`src/rtl/mips_pkg.sv`:
```
// Shared types and constants for the MIPS fetch front end.
package mips_pkg;

    typedef enum logic [1:0] {
        IDLE  = 2'd0,
        FETCH = 2'd1,
        WAIT  = 2'd2,
        FULL  = 2'd3
    } fetch_state_t;

    localparam int PC_INC          = 4;
    localparam int ADDR_W_DEFAULT  = 32;
    localparam int INSTR_W_DEFAULT = 32;

endpackage

```
`src/rtl/pc_next_sel.sv`:
```
// Next-PC select: a redirect wins over sequential advance, otherwise the PC holds.
module pc_next_sel
    import mips_pkg::*;
#(
    parameter int ADDR_W = ADDR_W_DEFAULT
) (
    input  logic [ADDR_W-1:0] pc,
    input  logic              redirect_valid,
    input  logic [ADDR_W-1:0] redirect_target,
    input  logic              advance,
    output logic [ADDR_W-1:0] pc_next
);

    always_comb begin
        pc_next = pc;
        if (redirect_valid) begin
            // Instructions are word aligned; the low target bits carry no meaning.
            pc_next = redirect_target & ~ADDR_W'(3);
        end else if (advance) begin
            pc_next = pc + ADDR_W'(PC_INC);
        end
    end

endmodule

```
`src/rtl/fetch_sequencer.sv`:
```
// Instruction-fetch controller: one outstanding imem request, one-entry output buffer.
//   IDLE  | just out of reset, fetch starts next cycle
//   FETCH | request pc, waiting for imem_req_ready
//   WAIT  | request accepted, waiting for the response (dropped if squash)
//   FULL  | instruction buffered, waiting for decode
module fetch_sequencer
    import mips_pkg::*;
#(
    parameter int                ADDR_W   = ADDR_W_DEFAULT,
    parameter int                INSTR_W  = INSTR_W_DEFAULT,
    parameter logic [ADDR_W-1:0] RESET_PC = '0
) (
    input  logic               clk,
    input  logic               reset,
    output logic               imem_req_valid,
    input  logic               imem_req_ready,
    output logic [ADDR_W-1:0]  imem_req_addr,
    input  logic               imem_rsp_valid,
    input  logic [INSTR_W-1:0] imem_rsp_data,
    input  logic               redirect_valid,
    input  logic [ADDR_W-1:0]  redirect_target,
    output logic               out_valid,
    input  logic               out_ready,
    output logic [ADDR_W-1:0]  out_pc,
    output logic [INSTR_W-1:0] out_instr
);

    fetch_state_t      state;
    logic [ADDR_W-1:0] pc;
    logic [ADDR_W-1:0] pc_next;
    logic [ADDR_W-1:0] inflight_pc;
    logic              squash;
    logic              advance;

    assign advance        = (state == WAIT) && imem_rsp_valid && !squash;
    assign imem_req_valid = (state == FETCH);
    assign imem_req_addr  = pc;

    pc_next_sel #(.ADDR_W(ADDR_W)) u_pc_next_sel (
        .pc              (pc),
        .redirect_valid  (redirect_valid),
        .redirect_target (redirect_target),
        .advance         (advance),
        .pc_next         (pc_next)
    );

    always_ff @(posedge clk) begin
        if (reset) begin
            state       <= IDLE;
            pc          <= RESET_PC;
            inflight_pc <= RESET_PC;
            squash      <= 1'b0;
            out_valid   <= 1'b0;
            out_pc      <= '0;
            out_instr   <= '0;
        end else begin
            pc <= pc_next;
            if (redirect_valid) begin
                out_valid <= 1'b0;
            end
            case (state)
                IDLE: state <= FETCH;
                FETCH: begin
                    if (imem_req_ready) begin
                        inflight_pc <= pc;
                        squash      <= redirect_valid;
                        state       <= WAIT;
                    end
                end
                WAIT: begin
                    if (imem_rsp_valid) begin
                        // A redirect landing with the response kills it too; staying
                        // in WAIT would wait for a response that already came.
                        if (squash || redirect_valid) begin
                            squash <= 1'b0;
                            state  <= FETCH;
                        end else begin
                            out_instr <= imem_rsp_data;
                            out_pc    <= inflight_pc;
                            out_valid <= 1'b1;
                            state     <= FULL;
                        end
                    end else if (redirect_valid) begin
                        squash <= 1'b1;
                    end
                end
                FULL: begin
                    if (redirect_valid || out_ready) begin
                        out_valid <= 1'b0;
                        state     <= FETCH;
                    end
                end
                default: state <= IDLE;
            endcase
        end
    end

endmodule

```
`config.mk`:
```
export PLATFORM = sky130hd
export DESIGN_NAME = fetch_sequencer
export DESIGN_NICKNAME = d
export VERILOG_FILES = /design/src/rtl/mips_pkg.sv /design/src/rtl/pc_next_sel.sv /design/src/rtl/fetch_sequencer.sv
export SDC_FILE = /design/constraint.sdc
export NUM_CORES = 1
export LEC_CHECK = 0
export ABC_AREA = 1
export CAP_MARGIN = 20
export CELL_PAD_IN_SITES_DETAIL_PLACEMENT = 0
export CELL_PAD_IN_SITES_GLOBAL_PLACEMENT = 2
export CORE_MARGIN = 2
export CORE_UTILIZATION = 23
export CTS_CLUSTER_DIAMETER = 150
export DETAILED_ROUTE_END_ITERATION = 10
export PLACE_DENSITY = 0.79
export SYNTH_ARGS = -nofsm -noshare
export SYNTH_HDL_FRONTEND = slang
export SYNTH_SLANG_ARGS = --single-unit
```
`constraint.sdc`:
```
create_clock -name clk -period 1.5 [get_ports clk]
set_input_delay 0.225 -clock clk [delete_from_list [all_inputs] [get_ports clk]]
set_output_delay 0.225 -clock clk [all_outputs]
set_load 0.01 [all_outputs]
```
==> results of run 1 <==
cell type report:
| type | instances | area (sq um) |
|---|---|---|
| clock buffers | 20 | 457 |
| clock inverters | 12 | 160 |
| fillers | 2474 | 14100 |
| inverters | 61 | 258 |
| multi-input cells | 545 | 2910 |
| flip-flops and latches | 126 | 2550 |
| well taps | 319 | 399 |
| repair buffers | 254 | 2590 |
| repair inverters | 2 | 36.3 |
tightest hold or removal path: cells and delay by family:
family / cells / cell delay (ps)
buffers and inverters: 1 / 400
AOI/OAI and AO/OA: 1 / 70
and+or+nand+nor: 1 / 60
state kept, by name (all words and copies together) (netlist names):
name / flops
inflight_pc: 30
out_pc: 30
out_instr: 32
squash: 1
out_valid: 1
state: 2
imem_req_addr: 30
timing repair:
item                                    4_1_cts  5_1_grt
hold endpoints to repair                      0        0
resized for setup                           140      174
buffers inserted                              4        8
cloned                                        5       12
endpoints found under the setup margin      182      128
pin swaps                                     2       32
hold buffers                                  0        0
synth_stat cells, drive strengths merged:
master and count:
inv 59, a211oi 1, a21oi 50, nand2 113, a2111oi 1, nor3 4, nand3 39, buf 21
clkinv 2, o21ai 117, a221oi 1, and3 1, nor3b 1, nand4 1, conb 1, a22o 2
o211ai 1, ha 5, dfxtp 126, nand3b 1, and2 1, a31oi 7, xor2 6, nor2 188
clkbuf 22, a22oi 1
layer usage:
| layer | global-route usage (%) | wire [microns] |
|---|---|---|
| met5 | 0 | 0 |
| met1 | 21.9 | 10300 |
| met4 | 4.93 | 240 |
| met2 | 25.5 | 9570 |
| met3 | 3.21 | 853 |
worst min-delay path by stage:
stage,from,endpoint,slack [ps],cells after the start
after global placement,inflight_pc[15],inflight_pc[15],460,2
after detailed placement,out_instr[30],out_instr[30],470,2
after CTS,redirect_target[3],imem_req_addr[3],380,3
after global routing,redirect_target[3],imem_req_addr[3],380,3
after floorplan,redirect_target[6],imem_req_addr[6],380,2
final,redirect_target[3],imem_req_addr[3],380,3
power groups by stage:
| stage | logic [uW] | clock network (uW) | registers [uW] |
|---|---|---|---|
| CTS | 1150 | 4450 | 3630 |
| detailed placement | 1150 | 0 | 3700 |
| floorplan | 464 | 0 | 3730 |
| finish | 1280 | 4340 | 3650 |
| global placement | 1150 | 0 | 3700 |
| global route | 1410 | 4620 | 3670 |
cell families after synthesis:
| group | after synthesis | synth area share (%) |
|---|---|---|
| XOR/XNOR | 6 | 0.956 |
| AO/OA/AOI/OAI | 181 | 17.1 |
| buffers and inverters | 104 | 8.08 |
| other | 1 | 0.0683 |
| adder cells (fa/ha/maj) | 5 | 1.14 |
| flip-flops | 126 | 45.9 |
| AND/OR/NAND/NOR | 349 | 26.8 |
through the flow:
step / utilization, % / hold slack [ps] / power [uW]
after floorplan: - / 381 / 4200
after global placement: 33.7 / 459 / 4850
after detailed placement: 33.7 / 471 / 4850
after CTS: 37.2 / 375 / 9230
after global routing: 39.9 / 381 / 9700
final: 39.9 / 382 / 9270
==> out/results.ini, run 1 <==
[power_and_ir_drop]
combPwrFrac_pct = 13.8
p_leak_uw = 0.00407
swShare_pct = 25.9
switchingPower_uw = 2400
irDropWorstVdd_v = 0.000528
p_clk_share_pct = 46.8
internal_power_uw = 6880
p_per_area_nw_per_um2 = 991
seq_power_share_pct = 39.4

[floorplan]
die_h_microns = 159
num_rows = 56
core-area_sq_um = 23500
initial_core_util_pct = 23.4
die_w_microns = 159
io_pins = 168
die-area_sq_um = 25100

[timing]
period_share_pct = 101
rsz0062_at_grt = yes
fin_skew_ps = 8.56
fmax_mhz = 663
setup_tns_ps = -7.73
setup_viol = 1
final_max_slew_viol_count = 0
setup_ws_ps = -7.73
hold_viol = 0
fin_crit_ps = 1510

[layout]
fin_nets = 1082
final_cell_mix = nor2_1 (144), dfxtp_1 (112), nand2_1 (98)
drive_above_1_share_pct = 25.1
layout.cells.non_filler = 1339
finish.instance_area_sq_um = 9360
antennaDiodeCount = 0
areaGrowthSynthToFinish_pct = 70.4
layout_commonest_cell = nor2_1

[job]
max_cap_viol_count = 0

[placement]
pre_cts_slack_ps = -283
io_buffers = 161
routabilityCongestion = 0.777
dpl_cell_area_sq_um = 7920
dp_hpwl_mm = 13.7
place_inst = 1280

[outcome]
status = finished, violations left
violations = negative setup slack

[setup_path]
rrSetupSlack_ps = -8
cp.required_ps = 1850
ff2ff_path_depth = 9
arrival_ps = 1860
cpPeakStageDelay_ps = 360
startpoint = imem_req_addr[2]
critPathLaunchType = flip-flop
cp.depth = 9
reg2reg_to = imem_req_addr[20]
crit_end = imem_req_addr[20]
path_max_fanout = 6
worstPathCellList = ha_4, nand2_4, nor2_4, nand2_4, nor2_4, nand2_1, nand2_1, nand3_2, a21oi_2
r2r-start = imem_req_addr[2]
crit_buf_inv = 0
path_class = reg -> reg
setup.worst_path.end_class = flip-flop
cp_slowest_cell = dfxtp_2
cp_top_family = simple AND/OR/NAND/NOR gates

[min_path]
min_path_type = in -> reg

[synthesis]
syn_inst = 772
netlist_area_sq_um = 5490
ys_types = 38
ys_ff_latch = 126
synth_area_per_cell_sq_um = 7.12
synth.top_cell.area_share_pct = 45.9
yosysWarnings = 0
yosysSeqAreaShare_pct = 45.9
yosysTopAreaCell = dfxtp_1
synth_area_leaders = dfxtp_1 (46%), nor2_1 (12%), o21ai_0 (10%)

[drt]
first_pass_iters = 4
vias = 5764
drc = 0
routed_wl_mm = 20.9
drtIter0Drc = 345
wire_per_inst_microns = 15.6
route.antenna.remaining_nets = 0
avgViaCountPerCell = 4.30

[clock_network]
cts_tree = done
clk_latency_ps = 420
cts.sinks = 126
clockRootBuffer = clkbuf_16
max-clock-path-buffers = 2
htree_levels = 4
cts_buffers = 17
clk_pin_slew_worst_paths_ps = 60

[global_routing]
grt_overflow = 0
grt_max_degree = 47
grt_pass1_wl_mm = 30.4
track_usage_pct = 16.0
grt_pass1_vias = 5410
antenna_found_initial = 0

Power figures use the tool's default switching activity.
==> run 2: changes to the inputs <==
--- a/config.mk
+++ b/config.mk
@@ -6,7 +6,6 @@
 export NUM_CORES = 1
 export LEC_CHECK = 0
 export ABC_AREA = 1
-export CAP_MARGIN = 20
 export CELL_PAD_IN_SITES_DETAIL_PLACEMENT = 0
 export CELL_PAD_IN_SITES_GLOBAL_PLACEMENT = 2
 export CORE_MARGIN = 2
==> results of run 2 <==
Same layout as run 1: the final DEF is identical, and so are final timing and power.
==> variant, RTL diff (settings of run 1) <==
Make the reset (`reset`) asynchronous in one clocked block.
--- a/src/rtl/fetch_sequencer.sv
+++ b/src/rtl/fetch_sequencer.sv
@@ -44,7 +44,7 @@
         .pc_next         (pc_next)
     );
 
-    always_ff @(posedge clk) begin
+    always_ff @(posedge clk or posedge reset) begin
         if (reset) begin
             state       <= IDLE;
             pc          <= RESET_PC;
Behaviour: differs if reset is asserted again (counterexample within 4 cycles, from zero or initial values and one cycle with reset high); with reset held inactive, the same outputs for 4 cycles.
==> variant against run 1 <==
- the flow still finishes with violations (negative setup slack)
- worst setup slack got worse by 0.031 ns
- non-clock buffer count increased by 2
- area after synthesis increased by 6.9%
- global-route usage decreased by 0.72 points
- wire length decreased by 5.6%
- sequential cell count unchanged
- critical path depth decreased by 1
- design area increased by 0.23%
- critical path type unchanged
Power is not compared: it rests on default switching activity, and its combinational part moved more than twofold at a synthesized area within 25%.
==> variant: results (changes against run 1) <==
{| class="wikitable"
! Metric !! Value
|-
| Outcome || finished with violations
|-
| Violations in the final reports || negative setup slack
|-
| Total of endpoints with negative setup slack in the final report || 1 (unchanged)
|-
| Fraction of layout instances using a drive strength above 1 || 0.198 (-0.0530)
|-
| Wire length of the first global-routing pass || 31200 µm (+2.7%)
|-
| Synth Area in XOR/XNOR || 0.0119 (+0.00236)
|-
| Combined global-route utilization of all metal layers || 0.153 (-0.00716)
|-
| Area share of fa/ha/maj cells after synthesis || 0.0106 (-0.000740)
|-
| Critical register-to-register path endpoint || imem_req_addr[18]
|-
| Initial DRC count || 283 (-18%)
|-
| Proportion of register bits with asynchronous set or reset after synthesis || 1.00 (+1.00)
|-
| Critical register-to-register path startpoint || imem_req_addr[2]
|-
| Number of nets at the end of the flow || 1068 (-1.3%)
|-
| Setup clock skew after layout || 0.00933 ns (+0.000771 ns)
|-
| Post-Place Worst Slack || -0.215 ns (+0.0673 ns)
|-
| Worst endpoint data arrival time || 1.84 ns (-0.02 ns)
|-
| Final worst-path setup slack || -0.0391 ns (-0.0314 ns)
|-
| Type of the most critical hold path || primary input to async pin
|-
| Via Count || 5453 (-5.4%)
|-
| Reg2Reg Depth || 8 (-1)
|-
| Sequential-to-total area share from yosys stat || 0.537 (+0.0775)
|-
| Largest cells by area after synthesis || dfrtp_1 (54%), nand2_1 (22%), o21ai_0 (3.5%)
|-
| Ranking of synthesized cells by instance count || nand2_1 (347), dfrtp_1 (126), nor2_1 (53), inv_1 (48), o21ai_0 (41)
|-
| Slowest stage cell on the critical path || dfrtp_1
|-
| Final Hold Slack || 0.185 ns (-0.197 ns)
|-
| Fillers || 2636 (+6.5%)
|-
| Post-synthesis compound-gate area fraction || 0.0571 (-0.114)
|-
| Mux cell area share after synthesis || 0.00192 (+0.00192)
|-
| Primary flip-flop cell chosen by synthesis mapping || dfrtp_1
|-
| WL final || 19800 µm (-5.6%)
|-
| Pin count of the biggest net entering global routing || 43 (-8.5%)
|}
-- variant: cell type report --
type                    instances  area, µm²  area share
clock buffers                  19        453      0.0483
repair inverters                1       8.76    0.000934
multi-input cells             541       2580       0.276
repair buffers                256       2440       0.260
flip-flops and latches        126       3160       0.337
inverters                      50        211      0.0225
well taps                     330        413      0.0440
clock inverters                12        109      0.0116
-- variant: worst max-delay path by stage --
stage / start / endpoint / slack [ns] / depth (start not counted)
2_1_floorplan: reset / imem_req_addr[10] / -0.28 / 1
3_3_place_gp: redirect_valid / out_pc[22] / -0.20 / 7
3_5_place_dp: imem_rsp_valid / imem_req_addr[17] / -0.22 / 7
4_1_cts: state[0] / imem_req_valid / -0.10 / 3
5_1_grt: imem_req_addr[2] / imem_req_addr[26] / -0.15 / 10
6_report: imem_req_addr[2] / imem_req_addr[18] / -0.04 / 8
-- variant: metal layers --
layer	vias to the layer above	track usage	share of wire
met5	-	0	0
met4	0	0.0347	0.0045
met3	6	0.0366	0.053
met2	128	0.247	0.46
met1	2489	0.209	0.49
li1	2830	-	-
-- variant: power by group --
part	internal, mW	switching, mW
Clock	2.37	1.62
Combinational	2.10	2.29
Sequential	4.53	0.656
-- variant: repair_timing --
item | CTS | global route
gates resized for setup | 140 | 65
pin swaps | 14 | 19
hold buffers | 0 | 0
setup endpoints to repair | 172 | 91
gates cloned | 3 | 1
buffers inserted | 16 | 11
-- variant: stage by stage --
step / setup TNS (ns) / utilization / instances / area [µm²]
detailed placement: -12.36 / 0.334 / 1273 / 8380
global route: -1.28 / 0.374 / 1335 / 9380
floorplan: -35.06 / - / 750 / 5890
global placement: -12.17 / 0.334 / 1273 / 8380
CTS: -0.192 / 0.363 / 1323 / 9120
finish: -0.0391 / 0.374 / 1335 / 9380
-- variant: logic make-up after synthesis --
family,Yosys count
other,1
xor gates and xnor gates,8
buffers and inverters,83
muxes,1
adders and majority gates,5
and+or+nand+nor,463
AOI/OAI and AO/OA,60
DFF,126
-- variant: worst register-to-register path, stage by stage, from the launching register on --
cell	delay, ns
dfrtp_1	0.36
ha_2	0.21
nand2_4	0.06
nor2_4	0.16
nand2_2	0.10
nor2_4	0.18
buf_4	0.14
xor2_1	0.14
o21bai_1	0.07
